$ cat src/rtl/melody_pkg.sv
// rtl/melody_pkg.sv - shared types, field widths and pitch lookup for the melody sequencer
package melody_pkg;

    localparam int CODE_W  = 4;
    localparam int LEN_W   = 4;
    localparam int ENTRY_W = CODE_W + LEN_W;
    localparam int HZ_W    = 31;

    // Value hz holds after reset and until the first pitched note loads.
    localparam logic [HZ_W-1:0] HZ_RESET = 31'd440;

    typedef enum logic [1:0] {
        ST_IDLE = 2'd0,
        ST_NOTE = 2'd1,
        ST_GAP  = 2'd2
    } state_t;

    // One note table entry: pitch code in the upper nibble, length in ticks below.
    typedef struct packed {
        logic [CODE_W-1:0] code;
        logic [LEN_W-1:0]  len;
    } entry_t;

    // Pitch code to divider frequency. Code 0 is a rest and yields 0, which the
    // sequencer never drives onto hz.
    function automatic logic [HZ_W-1:0] code_to_hz(input logic [CODE_W-1:0] code);
        logic [HZ_W-1:0] hz;
        case (code)
            4'd1:    hz = 31'd262;
            4'd2:    hz = 31'd277;
            4'd3:    hz = 31'd294;
            4'd4:    hz = 31'd311;
            4'd5:    hz = 31'd330;
            4'd6:    hz = 31'd349;
            4'd7:    hz = 31'd370;
            4'd8:    hz = 31'd392;
            4'd9:    hz = 31'd415;
            4'd10:   hz = 31'd440;
            4'd11:   hz = 31'd466;
            4'd12:   hz = 31'd494;
            4'd13:   hz = 31'd523;
            4'd14:   hz = 31'd587;
            4'd15:   hz = 31'd659;
            default: hz = '0;
        endcase
        return hz;
    endfunction

endpackage

$ cat src/rtl/melody_if.sv
// rtl/melody_if.sv - control and tone bundle between user controls and melody_sequencer
interface melody_if;
    import melody_pkg::*;

    logic            start;
    logic            stop;
    logic            loop_en;
    logic [HZ_W-1:0] hz;
    logic            tone_en;
    logic            busy;
    logic            done;

    modport master (
        output start, stop, loop_en,
        input  hz, tone_en, busy, done
    );

    modport slave (
        input  start, stop, loop_en,
        output hz, tone_en, busy, done
    );

endinterface

$ cat src/rtl/melody_rom.sv
// rtl/melody_rom.sv - combinational note table, built-in song or parameter image
module melody_rom
    import melody_pkg::*;
#(
    parameter int                       DEPTH     = 32,
    parameter int                       AW        = (DEPTH > 1) ? $clog2(DEPTH) : 1,
    parameter bit                       USE_IMAGE = 1'b0,
    parameter logic [DEPTH*ENTRY_W-1:0] IMAGE     = '0
) (
    input  logic [AW-1:0] addr,
    output entry_t        entry
);

    logic [ENTRY_W-1:0] image_mem [DEPTH];
    logic [ENTRY_W-1:0] song_entry;

    // Entry i of the image lives at bits [i*ENTRY_W +: ENTRY_W].
    for (genvar i = 0; i < DEPTH; i++) begin : g_img
        assign image_mem[i] = IMAGE[i*ENTRY_W +: ENTRY_W];
    end

    // Built-in song: twinkle twinkle, first phrase, then end marker.
    always_comb begin
        case (int'(addr))
            0:       song_entry = 8'h12;
            1:       song_entry = 8'h12;
            2:       song_entry = 8'h82;
            3:       song_entry = 8'h82;
            4:       song_entry = 8'hA2;
            5:       song_entry = 8'hA2;
            6:       song_entry = 8'h84;
            7:       song_entry = 8'h62;
            8:       song_entry = 8'h62;
            9:       song_entry = 8'h52;
            10:      song_entry = 8'h52;
            11:      song_entry = 8'h32;
            12:      song_entry = 8'h32;
            13:      song_entry = 8'h14;
            default: song_entry = 8'h00;
        endcase
    end

    // Pick the parameter image when supplied, otherwise the built-in song.
    always_comb begin
        if (USE_IMAGE) begin
            entry = entry_t'(image_mem[addr]);
        end else begin
            entry = entry_t'(song_entry);
        end
    end

endmodule

$ cat src/rtl/melody_sequencer.sv
// rtl/melody_sequencer.sv - steps the note table and drives hz/tone_en for the buzzer divider
module melody_sequencer
    import melody_pkg::*;
#(
    parameter int                       TICK_DIV      = 1_250_000,
    parameter int                       GAP_CYC       = 200_000,
    parameter int                       DEPTH         = 32,
    parameter bit                       ROM_USE_IMAGE = 1'b0,
    parameter logic [DEPTH*ENTRY_W-1:0] ROM_IMAGE     = '0
) (
    input  logic  clk,
    input  logic  rst_n,
    melody_if.slave bus
);

    localparam int AW = (DEPTH > 1)    ? $clog2(DEPTH)    : 1;
    localparam int TW = (TICK_DIV > 1) ? $clog2(TICK_DIV) : 1;
    localparam int GW = (GAP_CYC > 1)  ? $clog2(GAP_CYC)  : 1;

    state_t            state_q, next_state;
    logic [AW-1:0]     addr_q, addr_d;
    logic [TW-1:0]     tick_q, tick_d;
    logic [LEN_W-1:0]  len_q, len_d;
    logic [GW-1:0]     gap_q, gap_d;
    logic [HZ_W-1:0]   hz_q, hz_d;
    logic              tone_q, tone_d;
    logic              busy_q, busy_d;
    logic              done_q, done_d;

    entry_t            head_entry;
    entry_t            next_entry;
    entry_t            load_entry;
    logic              tick;
    logic              gap_end;
    logic              head_is_end;
    logic              next_is_end;
    logic              do_load;
    logic              load_head;
    logic              do_finish;

    // Entry 0 is always needed at start and at a loop restart, the following
    // entry at the end of every gap, so the table is read through two ports.
    melody_rom #(
        .DEPTH     (DEPTH),
        .AW        (AW),
        .USE_IMAGE (ROM_USE_IMAGE),
        .IMAGE     (ROM_IMAGE)
    ) u_rom_head (
        .addr  ('0),
        .entry (head_entry)
    );

    melody_rom #(
        .DEPTH     (DEPTH),
        .AW        (AW),
        .USE_IMAGE (ROM_USE_IMAGE),
        .IMAGE     (ROM_IMAGE)
    ) u_rom_next (
        .addr  (addr_q + 1'b1),
        .entry (next_entry)
    );

    assign tick        = (tick_q == TW'(TICK_DIV - 1));
    assign gap_end     = (gap_q == GW'(GAP_CYC - 1));
    assign head_is_end = (head_entry.len == '0);
    // Running off the last address counts as reaching the end marker.
    assign next_is_end = (addr_q == AW'(DEPTH - 1)) || (next_entry.len == '0);
    assign load_entry  = load_head ? head_entry : next_entry;

    // State register.
    always_ff @(posedge clk or negedge rst_n) begin
        if (!rst_n) begin
            state_q <= ST_IDLE;
        end else begin
            state_q <= next_state;
        end
    end

    // Next state plus load/finish decisions; stop overrides everything.
    always_comb begin
        next_state = state_q;
        do_load    = 1'b0;
        load_head  = 1'b0;
        do_finish  = 1'b0;
        case (state_q)
            ST_IDLE: begin
                if (bus.start) begin
                    if (head_is_end) begin
                        do_finish = 1'b1;
                    end else begin
                        do_load    = 1'b1;
                        load_head  = 1'b1;
                        next_state = ST_NOTE;
                    end
                end
            end
            ST_NOTE: begin
                if (tick && (len_q == LEN_W'(1))) begin
                    next_state = ST_GAP;
                end
            end
            ST_GAP: begin
                if (gap_end) begin
                    if (!next_is_end) begin
                        do_load    = 1'b1;
                        next_state = ST_NOTE;
                    end else if (bus.loop_en && !head_is_end) begin
                        do_load    = 1'b1;
                        load_head  = 1'b1;
                        next_state = ST_NOTE;
                    end else begin
                        do_finish  = 1'b1;
                        next_state = ST_IDLE;
                    end
                end
            end
            default: next_state = ST_IDLE;
        endcase
        if (bus.stop) begin
            next_state = ST_IDLE;
            do_load    = 1'b0;
            load_head  = 1'b0;
            do_finish  = 1'b0;
        end
    end

    // Next values of counters, address and the registered outputs.
    always_comb begin
        addr_d = addr_q;
        tick_d = tick_q;
        len_d  = len_q;
        gap_d  = gap_q;
        hz_d   = hz_q;
        tone_d = tone_q;
        busy_d = (next_state != ST_IDLE);
        done_d = do_finish;
        case (state_q)
            ST_NOTE: begin
                tick_d = tick ? '0 : tick_q + 1'b1;
                if (tick) begin
                    len_d = len_q - 1'b1;
                end
            end
            ST_GAP:  gap_d = gap_q + 1'b1;
            default: ;
        endcase
        if ((state_q == ST_NOTE) && (next_state == ST_GAP)) begin
            tone_d = 1'b0;
            gap_d  = '0;
        end
        if (do_load) begin
            addr_d = load_head ? '0 : addr_q + 1'b1;
            // A rest keeps the previous pitch so the divider never sees zero.
            if (load_entry.code != '0) begin
                hz_d = code_to_hz(load_entry.code);
            end
            tone_d = (load_entry.code != '0);
            len_d  = load_entry.len;
            tick_d = '0;
            gap_d  = '0;
        end
        if (next_state == ST_IDLE) begin
            addr_d = '0;
            tick_d = '0;
            len_d  = '0;
            gap_d  = '0;
            tone_d = 1'b0;
        end
    end

    // Datapath and output registers.
    always_ff @(posedge clk or negedge rst_n) begin
        if (!rst_n) begin
            addr_q <= '0;
            tick_q <= '0;
            len_q  <= '0;
            gap_q  <= '0;
            hz_q   <= HZ_RESET;
            tone_q <= 1'b0;
            busy_q <= 1'b0;
            done_q <= 1'b0;
        end else begin
            addr_q <= addr_d;
            tick_q <= tick_d;
            len_q  <= len_d;
            gap_q  <= gap_d;
            hz_q   <= hz_d;
            tone_q <= tone_d;
            busy_q <= busy_d;
            done_q <= done_d;
        end
    end

    assign bus.hz      = hz_q;
    assign bus.tone_en = tone_q;
    assign bus.busy    = busy_q;
    assign bus.done    = done_q;

endmodule
$ cat src/flat_wrapper.sv
// flat-port wrapper written by rule: the top's interface ports become plain ports
module melody_sequencer_flat import melody_pkg::*;
#(
    parameter int                       TICK_DIV      = 1_250_000,
    parameter int                       GAP_CYC       = 200_000,
    parameter int                       DEPTH         = 32,
    parameter bit                       ROM_USE_IMAGE = 1'b0,
    parameter logic [DEPTH*ENTRY_W-1:0] ROM_IMAGE     = '0
)
  (clk, rst_n, bus_start, bus_stop, bus_loop_en, bus_hz, bus_tone_en, bus_busy, bus_done);
  melody_if bus_i ();
  input  logic clk;
  input  logic rst_n;
  input wire logic [$bits(bus_i.start)-1:0] bus_start;
  input wire logic [$bits(bus_i.stop)-1:0] bus_stop;
  input wire logic [$bits(bus_i.loop_en)-1:0] bus_loop_en;
  output wire logic [$bits(bus_i.hz)-1:0] bus_hz;
  output wire logic [$bits(bus_i.tone_en)-1:0] bus_tone_en;
  output wire logic [$bits(bus_i.busy)-1:0] bus_busy;
  output wire logic [$bits(bus_i.done)-1:0] bus_done;
  assign bus_i.start = bus_start;
  assign bus_i.stop = bus_stop;
  assign bus_i.loop_en = bus_loop_en;
  assign bus_hz = bus_i.hz;
  assign bus_tone_en = bus_i.tone_en;
  assign bus_busy = bus_i.busy;
  assign bus_done = bus_i.done;
  melody_sequencer #(.TICK_DIV(TICK_DIV), .GAP_CYC(GAP_CYC), .DEPTH(DEPTH), .ROM_USE_IMAGE(ROM_USE_IMAGE), .ROM_IMAGE(ROM_IMAGE)) u_core (.clk(clk), .rst_n(rst_n), .bus(bus_i));
endmodule
$ cat config.mk
export PLATFORM = sky130hd
export DESIGN_NAME = melody_sequencer_flat
export DESIGN_NICKNAME = d
export VERILOG_FILES = /design/src/rtl/melody_pkg.sv /design/src/rtl/melody_if.sv /design/src/rtl/melody_rom.sv /design/src/rtl/melody_sequencer.sv /design/src/flat_wrapper.sv
export SDC_FILE = /design/constraint.sdc
export NUM_CORES = 1
export LEC_CHECK = 0
export ABC_AREA = 1
export CORE_MARGIN = 2
export CORE_UTILIZATION = 50
export CTS_BUF_LIST = sky130_fd_sc_hd__clkbuf_8
export CTS_CLUSTER_SIZE = 16
export DETAILED_ROUTE_END_ITERATION = 7
export PLACE_DENSITY_LB_ADDON = 0.2
export SLEW_MARGIN = 40
export SYNTH_ARGS = -nofsm -noshare
export SYNTH_HDL_FRONTEND = slang
export SYNTH_SLANG_ARGS = --single-unit
export TNS_END_PERCENT = 100
$ cat constraint.sdc
create_clock -name clk -period 4.1 [get_ports clk]
set_clock_uncertainty 0.15 [all_clocks]
set_input_delay 1.23 -clock clk [delete_from_list [all_inputs] [get_ports clk]]
set_output_delay 1.23 -clock clk [all_outputs]
set_load 0.005 [all_outputs]
==> key figures <==
Cells and area
  • Number of antenna diodes: 0
  • Area of the multi-input gates: 2200 um^2
  • Nets@finish: 603
  • Final std cells w/o fill: 690
  • FILL cells: 779
  • Signed area change from the synthesized netlist to the final layout: 9.43%
  • Sequential cell area: 1580 um^2
  • Most frequent standard cell in the layout excluding fill and tap cells: sky130_fd_sc_hd__nand2_1
  • Commonest cells after routing, fill and taps aside: sky130_fd_sc_hd__nand2_1 (120), sky130_fd_sc_hd__nor2_1 (79), sky130_fd_sc_hd__inv_1 (63), sky130_fd_sc_hd__nand3_1 (59), sky130_fd_sc_hd__dfrtp_1 (58)
  • Layout cell share with drive strength beyond 1: 0.0889

Place
  • IO Port Bufs: 17
  • Total instance count after detailed placement: 674
  • Routability congestion estimate from global placement: 0.829
  • Placed wire-length estimate: 6150 um

Timing
  • Worst slack on hold paths: 0.321 ns
  • Pin slew with the least headroom to its limit: 0.655 ns
  • Unrepaired setup endpoints after global routing: false
  • Final critical delay including setup and external delays: 3.61 ns
  • Final clock period utilization by the worst path: 0.881
  • Highest clock rate: 277 MHz
  • Sum of negative setup slack: 0 ns
  • Number of max-slew violations in the final report: 0
  • Max-Slew Margin vs Limit: 0.559
  • Final hold violation count: 0
  • Setup-failing EPs final: 0

Synth
  • Cell area after technology mapping: 4170 um^2
  • Number of synthesized flops with an enable pin: 0
  • Sequential cell area fraction in the yosys report: 0.380
  • Flip-flop and latch count after synthesis: 63
  • Yosys warnings: 0
  • Primary FF master, synth: sky130_fd_sc_hd__dfrtp_1
  • Post-synthesis instance total: 555
  • Unique cell type count in the Yosys netlist: 38
  • Share of async-settable or async-resettable flops after synthesis: 1.00
  • Mean instance size in the synthesized netlist: 7.51 um^2

Setup path
  • Most common cell on crit path: sky130_fd_sc_hd__nand2_1
  • Crit path required time: 4.18 ns
  • Type of element capturing the critical path: register
  • Worst setup SP type: register
  • Path length in cells of the critical path: 22
  • Cells along the critical path: ha_1, inv_1, nor3_1, ha_1, inv_1, nand3_2, nand2_2, nand2_2, nand2_1, nand2_1, nand2_4, inv_1, nor2_1, inv_1, ha_1, or2_2, nand3_1, nand2_1, nand2_1, nand2_1, nand2_1, nand2_1
  • Critical setup path kind: reg2reg
  • Arrival @ worst endpoint: 3.69 ns
  • Critical Path Slowest Stage Cell: sky130_fd_sc_hd__dfrtp_1
  • Biggest fanout along the worst timing path: 16
  • Worst-case reg-to-reg path depth: 22
  • Number of buffers and inverters on the critical path: 4
  • Largest delay contributor family on the critical path: simple AND/OR/NAND/NOR gates
  • Crit-path max cell delay: 0.43 ns

Die
  • Die area: 9080 um^2
  • Width of the die: 95.3 um
  • Die Y: 95.3 um
  • Initial core utilization: 0.512
  • Total core area: 8130 um^2
  • I/O pin count: 39
  • Standard-cell row count: 33

Power
  • Worst supply voltage drop on vdd: 240 uV
  • Pwr Density: 290 nW/um^2
  • Static Leak: 2.13 nW

CTS
  • Hold-fix buffers at CTS: 0
  • Clock root buffer master: sky130_fd_sc_hd__clkbuf_8
  • Number of buffers added by the clock tree synthesis step: 9
  • CTS tree: done
  • Number of gates resized after cts: 0
  • Insertion delay of the later-clocked pin in the worst-skew pair: 0.34 ns
  • Clk sink count: 63
  • Maximum number of buffers from clock root to sink: 2
  • Number of buffers inserted to repair setup after CTS: 0
  • Clk slew on worst S/H paths: 0.07 ns
  • CTS H-tree depth: 3

Route
  • Detailed router's first-iteration violation count: 109
  • Routed wire length: 8250 um
  • Drc violations: 0
  • First-pass detailed-route iteration total: 4
  • Detailed-route wire length per cell: 12.0 um
  • Routed via count: 3,469
  • Number of antenna-violating nets in the routed design: 0
  • Vias per std cell: 5.03

Worst hold path
  • Count of cells along the worst hold path: 2
  • Path category of the worst min-delay check: reg2reg

Global route
  • Maximum number of pins on one net before global-route repair: 45
  • Antenna violations before repair: 0
  • Remaining global-route overflow: 0
  • GRT Total Usage: 0.207
  • Via count of the first global-routing pass: 3,424
  • Global-route wire length before repair: 14,900 um

Run status
  • Run status: complete, no violations

Run
  • Max-capacitance violation count: 0
[cells in the mapped netlist (5+ instances only)]
library cell               count  area (um^2)
sky130_fd_sc_hd__nand2_1     120          450
sky130_fd_sc_hd__inv_1        60          225
sky130_fd_sc_hd__buf_4        21          158
sky130_fd_sc_hd__nor3_1       15         75.1
sky130_fd_sc_hd__xnor2_1       5         43.8
sky130_fd_sc_hd__a21oi_1       7         35.0
sky130_fd_sc_hd__dfstp_2       5          131
sky130_fd_sc_hd__nand3_1      59          295
sky130_fd_sc_hd__o21ai_0      17         85.1
sky130_fd_sc_hd__dfrtp_1      58         1450
sky130_fd_sc_hd__xor2_1       22          193
sky130_fd_sc_hd__nor2_1       79          297
sky130_fd_sc_hd__nand2_2       9         56.3
sky130_fd_sc_hd__inv_2         6         22.5
sky130_fd_sc_hd__ha_1         18          225
sky130_fd_sc_hd__nand4_1      16          100
sky130_fd_sc_hd__nand3b_1      5         37.5
[report_power, final]
part	switching (mW)	total, mW	internal (mW)
Sequential	0.0138	0.658	0.644
Clock	0.231	0.521	0.290
Combinational	0.0880	0.144	0.0562
[flip-flops by register name, indices dropped and copies added (netlist names)]
register	count
u_core.addr_q	5
u_core.bus.busy	1
u_core.bus.done	1
u_core.bus.hz	10
u_core.bus.tone_en	1
u_core.gap_q	18
u_core.len_q	4
u_core.state_q	2
u_core.tick_q	21
[cells by family (layout without fill, tap and decap cells)]
logic type               count (synthesis)  in the layout  share of synthesized area
AND/OR/NAND/NOR                        317            317                      0.343
buffers and inverters                   95            105                      0.111
flip-flops                              63             63                      0.380
AO/OA/AOI/OAI                           34             34                     0.0543
XOR/XNOR                                27             27                     0.0567
adder cells (fa/ha/maj)                 18             18                     0.0540
other                                    1             21                   0.000900
[stage by stage]
step / util / setup slack (ns) / total power, mW / area [um^2]
finish: 0.561 / 0.488 / 1.32 / 4560
global route: 0.561 / 0.154 / 1.40 / 4560
CTS: 0.561 / 0.509 / 1.34 / 4560
detailed placement: 0.537 / 0.313 / 0.816 / 4370
global placement: 0.537 / 0.395 / 0.811 / 4370
floorplan: - / 0.738 / 0.771 / 4240
[layout make-up]
cell class / instances / area share
clock inverters: 6 / 0.0118
multi-input cells: 417 / 0.482
inverters: 67 / 0.0551
well taps: 105 / 0.0288
flip-flops and latches: 63 / 0.347
repair buffers: 22 / 0.0450
clock buffers: 10 / 0.0302
[layer usage]
| layer | part of all wire | routed length, um | vias to the layer above | GRT usage |
|---|---|---|---|---|
| li1 | - | - | 1787 | - |
| met1 | 0.47 | 3850 | 1624 | 0.250 |
| met2 | 0.49 | 4050 | 50 | 0.368 |
| met3 | 0.030 | 251 | 8 | 0.0372 |
| met4 | 0.012 | 102 | 0 | 0.0725 |
| met5 | 0 | 0 | - | 0 |
[worst register-to-register path, cell delays in order (launching register included)]
cell	delay [ns]
sky130_fd_sc_hd__dfrtp_1	0.43
sky130_fd_sc_hd__ha_1	0.22
sky130_fd_sc_hd__inv_1	0.07
sky130_fd_sc_hd__nor3_1	0.23
sky130_fd_sc_hd__ha_1	0.33
sky130_fd_sc_hd__inv_1	0.15
sky130_fd_sc_hd__nand3_2	0.10
sky130_fd_sc_hd__nand2_2	0.07
sky130_fd_sc_hd__nand2_2	0.06
sky130_fd_sc_hd__nand2_1	0.08
sky130_fd_sc_hd__nand2_1	0.09
sky130_fd_sc_hd__nand2_4	0.17
sky130_fd_sc_hd__inv_1	0.06
sky130_fd_sc_hd__nor2_1	0.23
sky130_fd_sc_hd__inv_1	0.16
sky130_fd_sc_hd__ha_1	0.29
sky130_fd_sc_hd__or2_2	0.31
sky130_fd_sc_hd__nand3_1	0.08
sky130_fd_sc_hd__nand2_1	0.05
sky130_fd_sc_hd__nand2_1	0.05
sky130_fd_sc_hd__nand2_1	0.05
sky130_fd_sc_hd__nand2_1	0.05
sky130_fd_sc_hd__nand2_1	0.04
[final timing paths]
check                                        startpoint                       endpoint  slack [ns]
min in group asynchronous                         rst_n  u_core.tick_q[13]$_DFFE_PN0P_        0.74
max in group asynchronous                         rst_n   u_core.bus.hz[5]$_DFFE_PN1P_        2.43
hold / removal             u_core.bus.hz[5]$_DFFE_PN1P_   u_core.bus.hz[5]$_DFFE_PN1P_        0.32
setup reg to reg           u_core.addr_q[1]$_DFFE_PN0P_   u_core.bus.hz[6]$_DFFE_PN0P_        0.49
setup / recovery           u_core.addr_q[1]$_DFFE_PN0P_   u_core.bus.hz[6]$_DFFE_PN0P_        0.49
hold reg to reg            u_core.bus.hz[5]$_DFFE_PN1P_   u_core.bus.hz[5]$_DFFE_PN1P_        0.32
(Power assumes the default switching activity.)
==> edit: new RTL, same flow settings <==
`GAP_CYC` is set to 200_000 in 2 places; all go to 100_000.
--- a/src/rtl/melody_sequencer.sv
+++ b/src/rtl/melody_sequencer.sv
@@ -3,7 +3,7 @@
     import melody_pkg::*;
 #(
     parameter int                       TICK_DIV      = 1_250_000,
-    parameter int                       GAP_CYC       = 200_000,
+    parameter int                       GAP_CYC       = 100_000,
     parameter int                       DEPTH         = 32,
     parameter bit                       ROM_USE_IMAGE = 1'b0,
     parameter logic [DEPTH*ENTRY_W-1:0] ROM_IMAGE     = '0
--- a/src/flat_wrapper.sv
+++ b/src/flat_wrapper.sv
@@ -2,7 +2,7 @@
 module melody_sequencer_flat import melody_pkg::*;
 #(
     parameter int                       TICK_DIV      = 1_250_000,
-    parameter int                       GAP_CYC       = 200_000,
+    parameter int                       GAP_CYC       = 100_000,
     parameter int                       DEPTH         = 32,
     parameter bit                       ROM_USE_IMAGE = 1'b0,
     parameter logic [DEPTH*ENTRY_W-1:0] ROM_IMAGE     = '0
Function: same outputs for any inputs over 10 cycles, from zero or initial values and one cycle with rst_n low; that may be too few to reach the edited logic, so the function may still have changed.
==> edit against the unedited design <==
Synthesized cell count down 0.18%. Highest routed layer unchanged. Power up 1.3%. Via count down 0.98%. Global-route usage down 1.4 points. Sequential cell count down 1. Design area up 0.58%. Largest power group unchanged. Critical endpoint unchanged. Area after synthesis up 0.84%. Die area up 0.80%. Wire length up 0.64%. Clock power up 4.6%. Worst setup slack better by 170 ps. Worst hold slack worse by 4.0 ps.
==> edit: results <==
{
  "ys_top_cells_by_area": "dfrtp_1, nand2_1, nand3_1",
  "grt_pass1_vias": 3056,
  "drive_above_1_share": 0.141,
  "fmax_mhz": 290,
  "p_total_uw": 1340,
  "place_ws_ps": 454,
  "gp_congestion": 0.823,
  "synthCells": 554,
  "cts_resized": 0,
  "nets": 600,
  "wl_met1_mm": 3.94,
  "outcome": "completed",
  "routedWlPerCell_um": 12.1,
  "cp_max_fo": 13,
  "vias_per_cell": 5.00,
  "dp_hpwl_mm": 6.05,
  "cts_setup_buffers": 0,
  "port_buffers": 17,
  "synthArstFlopShare": 1.00,
  "cpMaxStageDelayCell": "dfrtp_1",
  "antenna_found_initial": 0,
  "nFillCells": 760,
  "grt_max_degree": 48,
  "intPower_uw": 1000,
  "wl_met2_mm": 3.83,
  "cts_max_level": 3,
  "n_antenna_cell": 0,
  "ys_top_cells_by_count": "nand2_1, nor2_1, dfrtp_1, nand3_1, inv_1",
  "max-vdd-ir-drop_v": 0.000182,
  "p_comb_frac": 0.111,
  "maxSlewViolCount": 0,
  "arrival_ps": 3530,
  "p_clk_uw": 545,
  "dr.max_layer_used": "met4",
  "clock_latency_ps": 330,
  "leakagePower_uw": 0.00208,
  "first_iter_violations": 125,
  "crit_path_max_incr_delay_ps": 450,
  "grtUsageTotal": 0.193,
  "grt_pass1_wl_mm": 13.8,
  "synth.distinct_cells": 37,
  "hold_end": "u_core.bus.hz[5]$_DFFE_PN1P_",
  "cts_buffer_depth": 2,
  "finalWirelength_mm": 8.30,
  "whs_ps": 317,
  "numCtsBuffers": 9,
  "r2r_setup_slack_ps": 660,
  "hold_depth": 2,
  "maxSlewHeadroom": 0.563,
  "routed-wl-met3_um": 382,
  "ys_seq_area_frac": 0.371,
  "hp-class": "reg -> reg",
  "final_area_mm2": 0.00459,
  "regMostFlops": "u_core.tick_q",
  "r2r_end": "u_core.bus.hz[6]$_DFFE_PN0P_",
  "regToRegStartpoint": "u_core.addr_q[1]$_DFFE_PN0P_",
  "place_inst": 671,
  "crit_type": "reg -> reg",
  "dpl_cell_area_mm2": 0.00439
}
[edit: cells by family (layout without fill, tap and decap cells)]
kind of cell / count (synthesis) / after routing / share of synthesized area
and+or+nand+nor: 317 / 317 / 0.350
DFF: 62 / 62 / 0.371
xor gates and xnor gates: 28 / 28 / 0.0583
buffers and inverters: 90 / 98 / 0.109
AOI/OAI and AO/OA: 38 / 38 / 0.0575
adders and majority gates: 18 / 18 / 0.0536
other: 1 / 21 / 0.000892
[edit: final cells by class]
cell class                 count  area share
clock buffer                  11      0.0330
clock inverter                 5      0.0106
inverter                      60      0.0499
multi-input combinational    422       0.493
sequential                    62       0.340
tap                          105      0.0286
timing repair buffer          22      0.0447
[edit: worst reg2reg max path, delay by kind of cell (launching register included)]
family	cells	cell delay, ps
flops	1	450
buf+inv	3	210
simple gates	16	1570
fa+ha+maj	3	970
[edit: per-layer routing]
layer,track usage,up-vias
met5,0,-
met4,0.0679,0
met3,0.0490,15
met2,0.308,73
met1,0.254,1571
li1,-,1776
